File: config.mk
export PLATFORM = sky130hd
export DESIGN_NAME = vend_ctrl
export DESIGN_NICKNAME = d
export VERILOG_FILES = /design/src/rtl/vend_pkg.sv /design/src/rtl/vend_coin_dec.sv /design/src/rtl/vend_ctrl.sv
export SDC_FILE = /design/constraint.sdc
export NUM_CORES = 1
export LEC_CHECK = 0
export BUFFER_PORTS_ARGS = -buffer_cell sky130_fd_sc_hd__buf_2
export CAP_MARGIN = 20
export CORE_MARGIN = 2
export CORE_UTILIZATION = 35
export DETAILED_ROUTE_END_ITERATION = 10
export HOLD_SLACK_MARGIN = 0.03
export MAX_ROUTING_LAYER = met4
export SLEW_MARGIN = 25
export SYNTH_ARGS = -nofsm -noshare
export SYNTH_HDL_FRONTEND = slang
export SYNTH_SLANG_ARGS = --single-unit
File: constraint.sdc
create_clock -name clk -period 3.33 [get_ports clk]
set_input_delay 0.666 -clock clk [delete_from_list [all_inputs] [get_ports clk]]
set_output_delay 0.666 -clock clk [all_outputs]
set_load 0.1 [all_outputs]
File: src/rtl/vend_pkg.sv
// Shared types and constants for the vending controller: FSM states, coin values,
// credit limit and the item price table.
package vend_pkg;

  typedef enum logic [1:0] {
    StIdle,
    StCollect,
    StIssue,
    StWait
  } state_e;

  localparam int unsigned CreditW   = 6;
  localparam logic [5:0]  CoinVal1  = 6'd1;
  localparam logic [5:0]  CoinVal5  = 6'd5;
  localparam logic [5:0]  CoinVal10 = 6'd10;
  localparam logic [6:0]  CreditMax = 7'd63;

  function automatic logic [5:0] item_price(input logic [1:0] item);
    logic [5:0] price;
    unique case (item)
      2'd0:    price = 6'd3;
      2'd1:    price = 6'd12;
      2'd2:    price = 6'd25;
      default: price = 6'd40;
    endcase
    return price;
  endfunction

endpackage

File: src/rtl/vend_coin_dec.sv
// Coin decoder: maps the 2-bit coin code to its credit value and flags the illegal code.
module vend_coin_dec
  import vend_pkg::*;
(
  input  logic [1:0]         coin_type_i,
  output logic [CreditW-1:0] value_o,
  output logic               legal_o
);

  always_comb begin
    value_o = '0;
    legal_o = 1'b1;
    case (coin_type_i)
      2'b00:   value_o = CoinVal1;
      2'b01:   value_o = CoinVal5;
      2'b10:   value_o = CoinVal10;
      default: legal_o = 1'b0;
    endcase
  end

endmodule

File: src/rtl/vend_ctrl.sv
// Vending controller: collects coins into credit, handles selections and refunds,
// and hands the change value to a downstream change-maker. All outputs are registered.
module vend_ctrl
  import vend_pkg::*;
(
  input  logic               clk,
  input  logic               rst_n,
  input  logic               coin_valid,
  input  logic [1:0]         coin_type,
  input  logic               sel_valid,
  input  logic [1:0]         sel_item,
  input  logic               cancel,
  input  logic               change_done,
  output logic [CreditW-1:0] change_amt,
  output logic               change_valid,
  output logic               item_valid,
  output logic [1:0]         item_out,
  output logic               coin_reject,
  output logic               sel_fail,
  output logic               busy,
  output logic [CreditW-1:0] credit
);

  state_e               state_q, state_d;
  logic [CreditW-1:0]   credit_q, credit_d;
  logic [CreditW-1:0]   change_amt_q, change_amt_d;
  logic [1:0]           item_out_q, item_out_d;
  logic                 change_valid_q, change_valid_d;
  logic                 item_valid_q, item_valid_d;
  logic                 coin_reject_q, coin_reject_d;
  logic                 sel_fail_q, sel_fail_d;
  logic                 busy_q, busy_d;

  logic [CreditW-1:0]   coin_value;
  logic                 coin_legal;
  logic [CreditW:0]     coin_sum;
  logic                 coin_ok;
  logic [CreditW-1:0]   price;

  vend_coin_dec u_coin_dec (
    .coin_type_i (coin_type),
    .value_o     (coin_value),
    .legal_o     (coin_legal)
  );

  assign coin_sum = {1'b0, credit_q} + {1'b0, coin_value};
  assign coin_ok  = coin_legal && (coin_sum <= CreditMax);
  assign price    = item_price(sel_item);

  always_comb begin
    state_d        = state_q;
    credit_d       = credit_q;
    change_amt_d   = change_amt_q;
    item_out_d     = item_out_q;
    change_valid_d = 1'b0;
    item_valid_d   = 1'b0;
    coin_reject_d  = 1'b0;
    sel_fail_d     = 1'b0;
    busy_d         = 1'b0;

    unique case (state_q)
      StIdle, StCollect: begin
        if (cancel) begin
          // A coin alongside a higher-priority event is always handed back.
          coin_reject_d = coin_valid;
          if (state_q == StCollect) begin
            change_amt_d   = credit_q;
            change_valid_d = 1'b1;
            busy_d         = 1'b1;
            state_d        = StIssue;
          end
        end else if (sel_valid) begin
          coin_reject_d = coin_valid;
          if (state_q == StCollect && credit_q >= price) begin
            change_amt_d   = credit_q - price;
            item_out_d     = sel_item;
            change_valid_d = 1'b1;
            item_valid_d   = 1'b1;
            busy_d         = 1'b1;
            state_d        = StIssue;
          end else begin
            sel_fail_d = 1'b1;
          end
        end else if (coin_valid) begin
          if (coin_ok) begin
            credit_d = coin_sum[CreditW-1:0];
            state_d  = StCollect;
          end else begin
            coin_reject_d = 1'b1;
          end
        end
      end
      StIssue: begin
        coin_reject_d = coin_valid;
        busy_d        = 1'b1;
        state_d       = StWait;
      end
      StWait: begin
        coin_reject_d = coin_valid;
        if (change_done) begin
          credit_d = '0;
          state_d  = StIdle;
        end else begin
          busy_d = 1'b1;
        end
      end
      default: state_d = StIdle;
    endcase
  end

  always_ff @(posedge clk or negedge rst_n) begin
    if (!rst_n) begin
      state_q        <= StIdle;
      credit_q       <= '0;
      change_amt_q   <= '0;
      item_out_q     <= '0;
      change_valid_q <= 1'b0;
      item_valid_q   <= 1'b0;
      coin_reject_q  <= 1'b0;
      sel_fail_q     <= 1'b0;
      busy_q         <= 1'b0;
    end else begin
      state_q        <= state_d;
      credit_q       <= credit_d;
      change_amt_q   <= change_amt_d;
      item_out_q     <= item_out_d;
      change_valid_q <= change_valid_d;
      item_valid_q   <= item_valid_d;
      coin_reject_q  <= coin_reject_d;
      sel_fail_q     <= sel_fail_d;
      busy_q         <= busy_d;
    end
  end

  assign change_amt   = change_amt_q;
  assign change_valid = change_valid_q;
  assign item_valid   = item_valid_q;
  assign item_out     = item_out_q;
  assign coin_reject  = coin_reject_q;
  assign sel_fail     = sel_fail_q;
  assign busy         = busy_q;
  assign credit       = credit_q;

endmodule

==> results.ini, run 1 <==
[outcome]
status = finished clean

[finish]
final_util_pct = 42.2
multi_input_area_um2 = 868
seqCellArea_um2 = 526
nets = 202
finalInstanceArea_um2 = 1690
drive_above_1_share_pct = 26.0
area_growth_syn_to_layout_pct = 15.5
num-fill-cells = 401
antenna_cells = 0

[clocking]
h-tree-depth = 1
clkSlewWorstSetupHoldPaths_ns = 0.08
cts_num_sinks = 21
hold_buffers = 0
post_cts_buffers = 0
cts_buffers = 3
tritoncts = built
clockBufferDepth = 2
clk_latency_ns = 0.26
cts-resized-gates = 0
cts-root-buf = clkbuf_8

[detailed_routing]
drtIter0Drc = 48
dr.pass1.iters = 4
num_vias = 1229
via_per_inst = 5.32
wl_mm = 3.20
avgRoutedWirePerCell_um = 13.8
ant_nets = 0
route.detailed.drc = 0

[place]
place_congestion = 0.861
pre_cts_slack_ns = 0.462
port_buffers = 28
dp_hpwl_mm = 2.46
place_area_um2 = 1640

[timing]
period_needed_ns = 2.61
rsz0062_at_grt = no
fin_crit_sh_pct = 78.5
drv_slew = 0
fin_skew_ns = 0.00349
timing.final.hold_violations = 0
timing.fmax_mhz = 383
relSlewSlack_pct = 67.6
timing.final.ws_setup_ns = 0.717
setup_viol = 0
worstMarginPinSlew_ns = 0.489
fin_tns_setup_ns = 0

[logic_synthesis]
syn_area_um2 = 1460
synth_ff_type = dfrtp_1
syn_inst = 154
async_reset_ff_share_pct = 100
syn_area_per_cell_um2 = 9.48
synth_cell_type_count = 44
yosys_warnings = 0
yosysSeqAreaShare_pct = 36.0
ys_ff_latch = 21
synth-edff-count = 0
syn_nets = 174

[flow_run]
max-cap-violations = 0

[worst_setup_path]
criticalPathCategory = primary input to flop
worstPathRequired_ns = 3.48
crit_path_end_kind = flop
critPathMaxStageDelay_ns = 0.41
slowest_stage = fa_1
cp_data_arrival_time_ns = 2.76
crit_path_start_kind = primary input
cp_max_fo = 9
crit_path_cell_trace = buf_2, inv_1, ha_1, fa_1, nand2b_1, a21oi_1, o21ai_2, a211o_4, nand2_8, mux2_4

[floorplanning]
dieArea_um2 = 4700
initial_utilization_pct = 36.5
die_w_um = 68.6
placementRows = 23
die_y_um = 68.6
core_area_um2 = 4000
num_io_pins = 29

[global_route]
grt-ovfl-total = 0
antenna_found_initial = 0
groute.usage.overall_pct = 16.2
grt_max_degree = 22
grt_pass1_wl_mm = 5.46
grt_pass1_vias = 1193

[hold_path]
hold_path.class = primary input to asynchronous set/reset pin

==> cell usage after synthesis (3+ instances only) <==
cell      number  area share [%]
xnor2_1        3             1.8
nand3_1        3             1.0
inv_1         12             3.1
nor2_1         8             2.1
ha_1           9             7.7
o211ai_1       3             1.5
o21ai_0       13             4.5
a21o_1         3             1.5
nand2_1       18             4.6
dfrtp_1       21              36
nand2b_1       4             1.7
mux2_4         6             6.2
clkbuf_1       3            0.77
a21oi_1       10             3.4
mux2i_1        3             2.1
==> per-stage QoR <==
step                      hold slack, ns  cells
final                              0.345    231
after global routing               0.385    231
after CTS                          0.364    231
after detailed placement           0.479    227
after global placement             0.478    227
after floorplan                    0.370    154
==> metal layers <==
| layer | routed length (µm) | vias up | global-route usage [%] |
|---|---|---|---|
| met2 | 1470 | 36 | 26.3 |
| met3 | 137 | 11 | 2.27 |
| met5 | 0 | - | - |
| met4 | 116 | 0 | 8.75 |
| met1 | 1470 | 587 | 19.3 |
| li1 | - | 595 | - |
==> worst paths after layout <==
check | start | endpoint | slack, ns | cells after the start
worst min register to register | item_out[0] | item_out[0] | 0.48 | 2
worst min-delay path | rst_n | change_amt[0] | 0.35 | 1
worst max register to register | credit[1] | change_amt[5] | 0.73 | 8
max in group asynchronous | rst_n | credit[1] | 2.67 | 1
min in group clk | item_out[0] | item_out[0] | 0.48 | 2
worst max-delay path | sel_item[0] | change_amt[5] | 0.72 | 10
==> final cells by class <==
class                           instances  share of cell area (%)
Clock buffer                            4                    2.67
Inverter                               12                    2.67
Multi-Input combinational cell        116                    51.5
Sequential cell                        21                    31.2
Tap cell                               50                    3.71
Timing Repair Buffer                   28                    8.31
==> critical path, delay by kind of cell <==
kind	cells	cell delay, ns
multiplexers	1	0.31
AND/OR/NAND/NOR	2	0.30
buffers and inverters	2	0.16
adder cells (fa/ha/maj)	2	0.64
AO/OA/AOI/OAI	3	0.68
==> cells by family (layout without fill, tap and decap cells) <==
logic type | after synthesis | count (layout) | share of synthesized area (%)
fa+ha+maj | 11 | 11 | 9.77
xor+xnor | 5 | 5 | 3.00
mux | 9 | 9 | 8.23
simple gates | 46 | 46 | 16.5
flops | 21 | 21 | 36.0
buf+inv | 17 | 44 | 4.54
compound gates | 45 | 45 | 22.0
==> state kept, by name, summed over array words and instances (netlist names) <==
register	cells
change_amt	6
change_valid	1
item_valid	1
credit	6
state_q	2
busy	1
coin_reject	1
item_out	2
sel_fail	1
==> placed cells by master (no fill, tap or decap), types with 2 or more instances in the layout <==
cell type,count
a21o_1,3
nand3_1,3
o21ai_0,13
and2_1,2
xor2_1,2
o211ai_1,3
inv_1,12
nand2_1,18
a22o_1,2
ha_1,9
mux2i_1,3
clkbuf_8,3
xnor2_1,3
nand2b_1,4
mux2_4,6
dfrtp_1,21
nor2_1,8
a21oi_1,10
buf_2,28
and2b_1,2
nor2b_1,2
Power of run 1 is not shown: default switching activity piles up to over one toggle a cycle in this logic, so the estimate is an artifact.
==> run 2, diff against run 1 <==
==> constraint.sdc (replaced) <==
create_clock -name clk -period 2.4 [get_ports clk]
set_input_delay 0.48 -clock clk [delete_from_list [all_inputs] [get_ports clk]]
set_output_delay 0.48 -clock clk [all_outputs]
set_load 0.1 [all_outputs]
==> run 2 against run 1 <==
  * Non-clock buffer count up 23
  * Setup slack worse by 0.66 ns
  * Utilization up 5.3 points
  * Clock skew down 0.0020 ns
  * Final cell count up 10%
  * Critical path depth down 1
  * Sequential share of layout area down 2.9 points
  * Sequential cell count unchanged
  * Design area up 12%
  * Via count up 6.9%
  * Routed wire length up 15%
  * First-iteration DRC count up 6.3%
  * Critical path type is now flop to flop
  * Critical endpoint is now change_amt[0]
  * Largest cell class unchanged
==> results.ini, run 2 (synthesized netlist as in run 1, its figures left out) <==
[global_route]
top_usage_layer = met2
met3_usage_pct = 4.22
grt_max_degree = 22
met1_usage_pct = 20.9
grt_pass1_wl_mm = 5.91
grt_pass1_vias = 1234
grt-ovfl-total = 0
gr-usage-met2_pct = 28.7
groute.usage.overall_pct = 17.5
antenna_found_initial = 0

[worst_setup_path]
cp_data_arrival_time_ns = 2.49
crit_path_cell_trace = inv_2, ha_2, fa_2, nand2b_4, a21oi_2, o21ai_2, a211o_4, nand2_8, mux2_4
critPathMaxStageDelay_ns = 0.45
cp-startpoint = credit[0]
criticalPathCategory = flop to flop
r2r-end = change_amt[0]
crit_buf_inv = 1
worstPathRequired_ns = 2.55
crit_path_start_kind = flop
crit_end = change_amt[0]
crit_path_end_kind = flop
cp_max_fo = 8
r2r_start = credit[0]
r2r_cells = 9
slowest_stage = dfrtp_4
cp.depth = 9
crit_family = compound AO/OA/AOI/OAI gates
rrSetupSlack_ns = 0.06

[outcome]
status = finished clean

[detailed_routing]
wl_mm = 3.67
drtIter0Drc = 51
route.detailed.drc = 0
via_per_inst = 5.17
num_vias = 1314
avgRoutedWirePerCell_um = 14.4
dr.pass1.iters = 4
ant_nets = 0

[timing]
timing.fmax_mhz = 427
rsz0062_at_grt = no
drv_slew = 0
period_needed_ns = 2.34
fin_crit_sh_pct = 97.5
timing.final.hold_violations = 0
relSlewSlack_pct = 67.8
setup_viol = 0
fin_skew_ns = 0.00147
worstMarginPinSlew_ns = 0.482
fin_tns_setup_ns = 0

[finish]
antenna_cells = 0
nets = 225
area_growth_syn_to_layout_pct = 29.9
layout_common_cells = buf_2, buf_4, nand2_1
drive_above_1_share_pct = 40.7
mostFrequentLayoutCell = buf_2

[clocking]
tritoncts = built
cts-root-buf = clkbuf_8
cts_num_sinks = 21
h-tree-depth = 1
clkSlewWorstSetupHoldPaths_ns = 0.08
clockBufferDepth = 2
cts_buffers = 3
clk_latency_ns = 0.26

[floorplanning]
die_w_um = 68.6
num_io_pins = 29
dieArea_um2 = 4700
initial_utilization_pct = 36.5
placementRows = 23
die_y_um = 68.6
core_area_um2 = 4000

[place]
place_congestion = 0.816
port_buffers = 28
dp_hpwl_mm = 2.93

[flow_run]
max-cap-violations = 0

[hold_path]
hold_path.class = primary input to asynchronous set/reset pin

[run 2: cell count changes in the layout (fill, tap and decap cells not counted), moves of 2 or more]
cell / delta
buf_4: +23
dfrtp_1: -5
dfrtp_2: +3
dfrtp_4: +2
inv_1: -3
inv_2: +2
[run 2: how the worst min path moves through the flow]
stage / startpoint / endpoint / slack, ns / depth (start not counted)
after detailed placement: rst_n / item_valid / 0.47 / 1
final: rst_n / item_valid / 0.17 / 1
after global placement: item_out[0] / item_out[0] / 0.45 / 2
after global routing: rst_n / item_valid / 0.19 / 1
after floorplan: rst_n / busy / 0.18 / 0
after CTS: rst_n / item_valid / 0.18 / 1
[run 2: metrics by stage]
stage | util, % | hold slack [ns] | area, µm² | cells | worst slack, ns
3_3_place_gp | 46.1 | 0.455 | 1840 | 250 | -0.149
6_report | 47.4 | 0.170 | 1900 | 254 | 0.0599
3_5_place_dp | 46.1 | 0.473 | 1840 | 250 | -0.209
4_1_cts | 47.2 | 0.181 | 1890 | 254 | 0.0615
5_1_grt | 47.4 | 0.191 | 1900 | 254 | 0.00226
2_1_floorplan | - | 0.184 | 1500 | 154 | -0.0761
[run 2: repair_timing]
action	4_1_cts	5_1_grt
endpoints found under the hold margin	0	0
hold buffers	0	0
resized for setup	0	2
endpoints found under the setup margin	0	5
setup buffers	0	0
[run 2: cell type report]
type,count,area (µm²)
repair buffers,51,313
clock buffers,4,45.0
fillers,396,2100
inverters,12,47.5
flip-flops and latches,21,537
well taps,50,62.6
multi-input cells,116,892
[run 2: routing by layer]
layer  vias up  wire length (µm)
met3         9               217
met1       619              1590
li1        642                 -
met5         -                 0
met2        44              1790
met4         0                68
[run 2: worst register-to-register path, stage by stage, from the launching register on]
cell and delay (ns):
dfrtp_4 0.45, inv_2 0.04, ha_2 0.18, fa_2 0.34, nand2b_4 0.15, a21oi_2 0.19
o21ai_2 0.08, a211o_4 0.37, nand2_8 0.12, mux2_4 0.31
Power of run 2 is left out for the same reason.
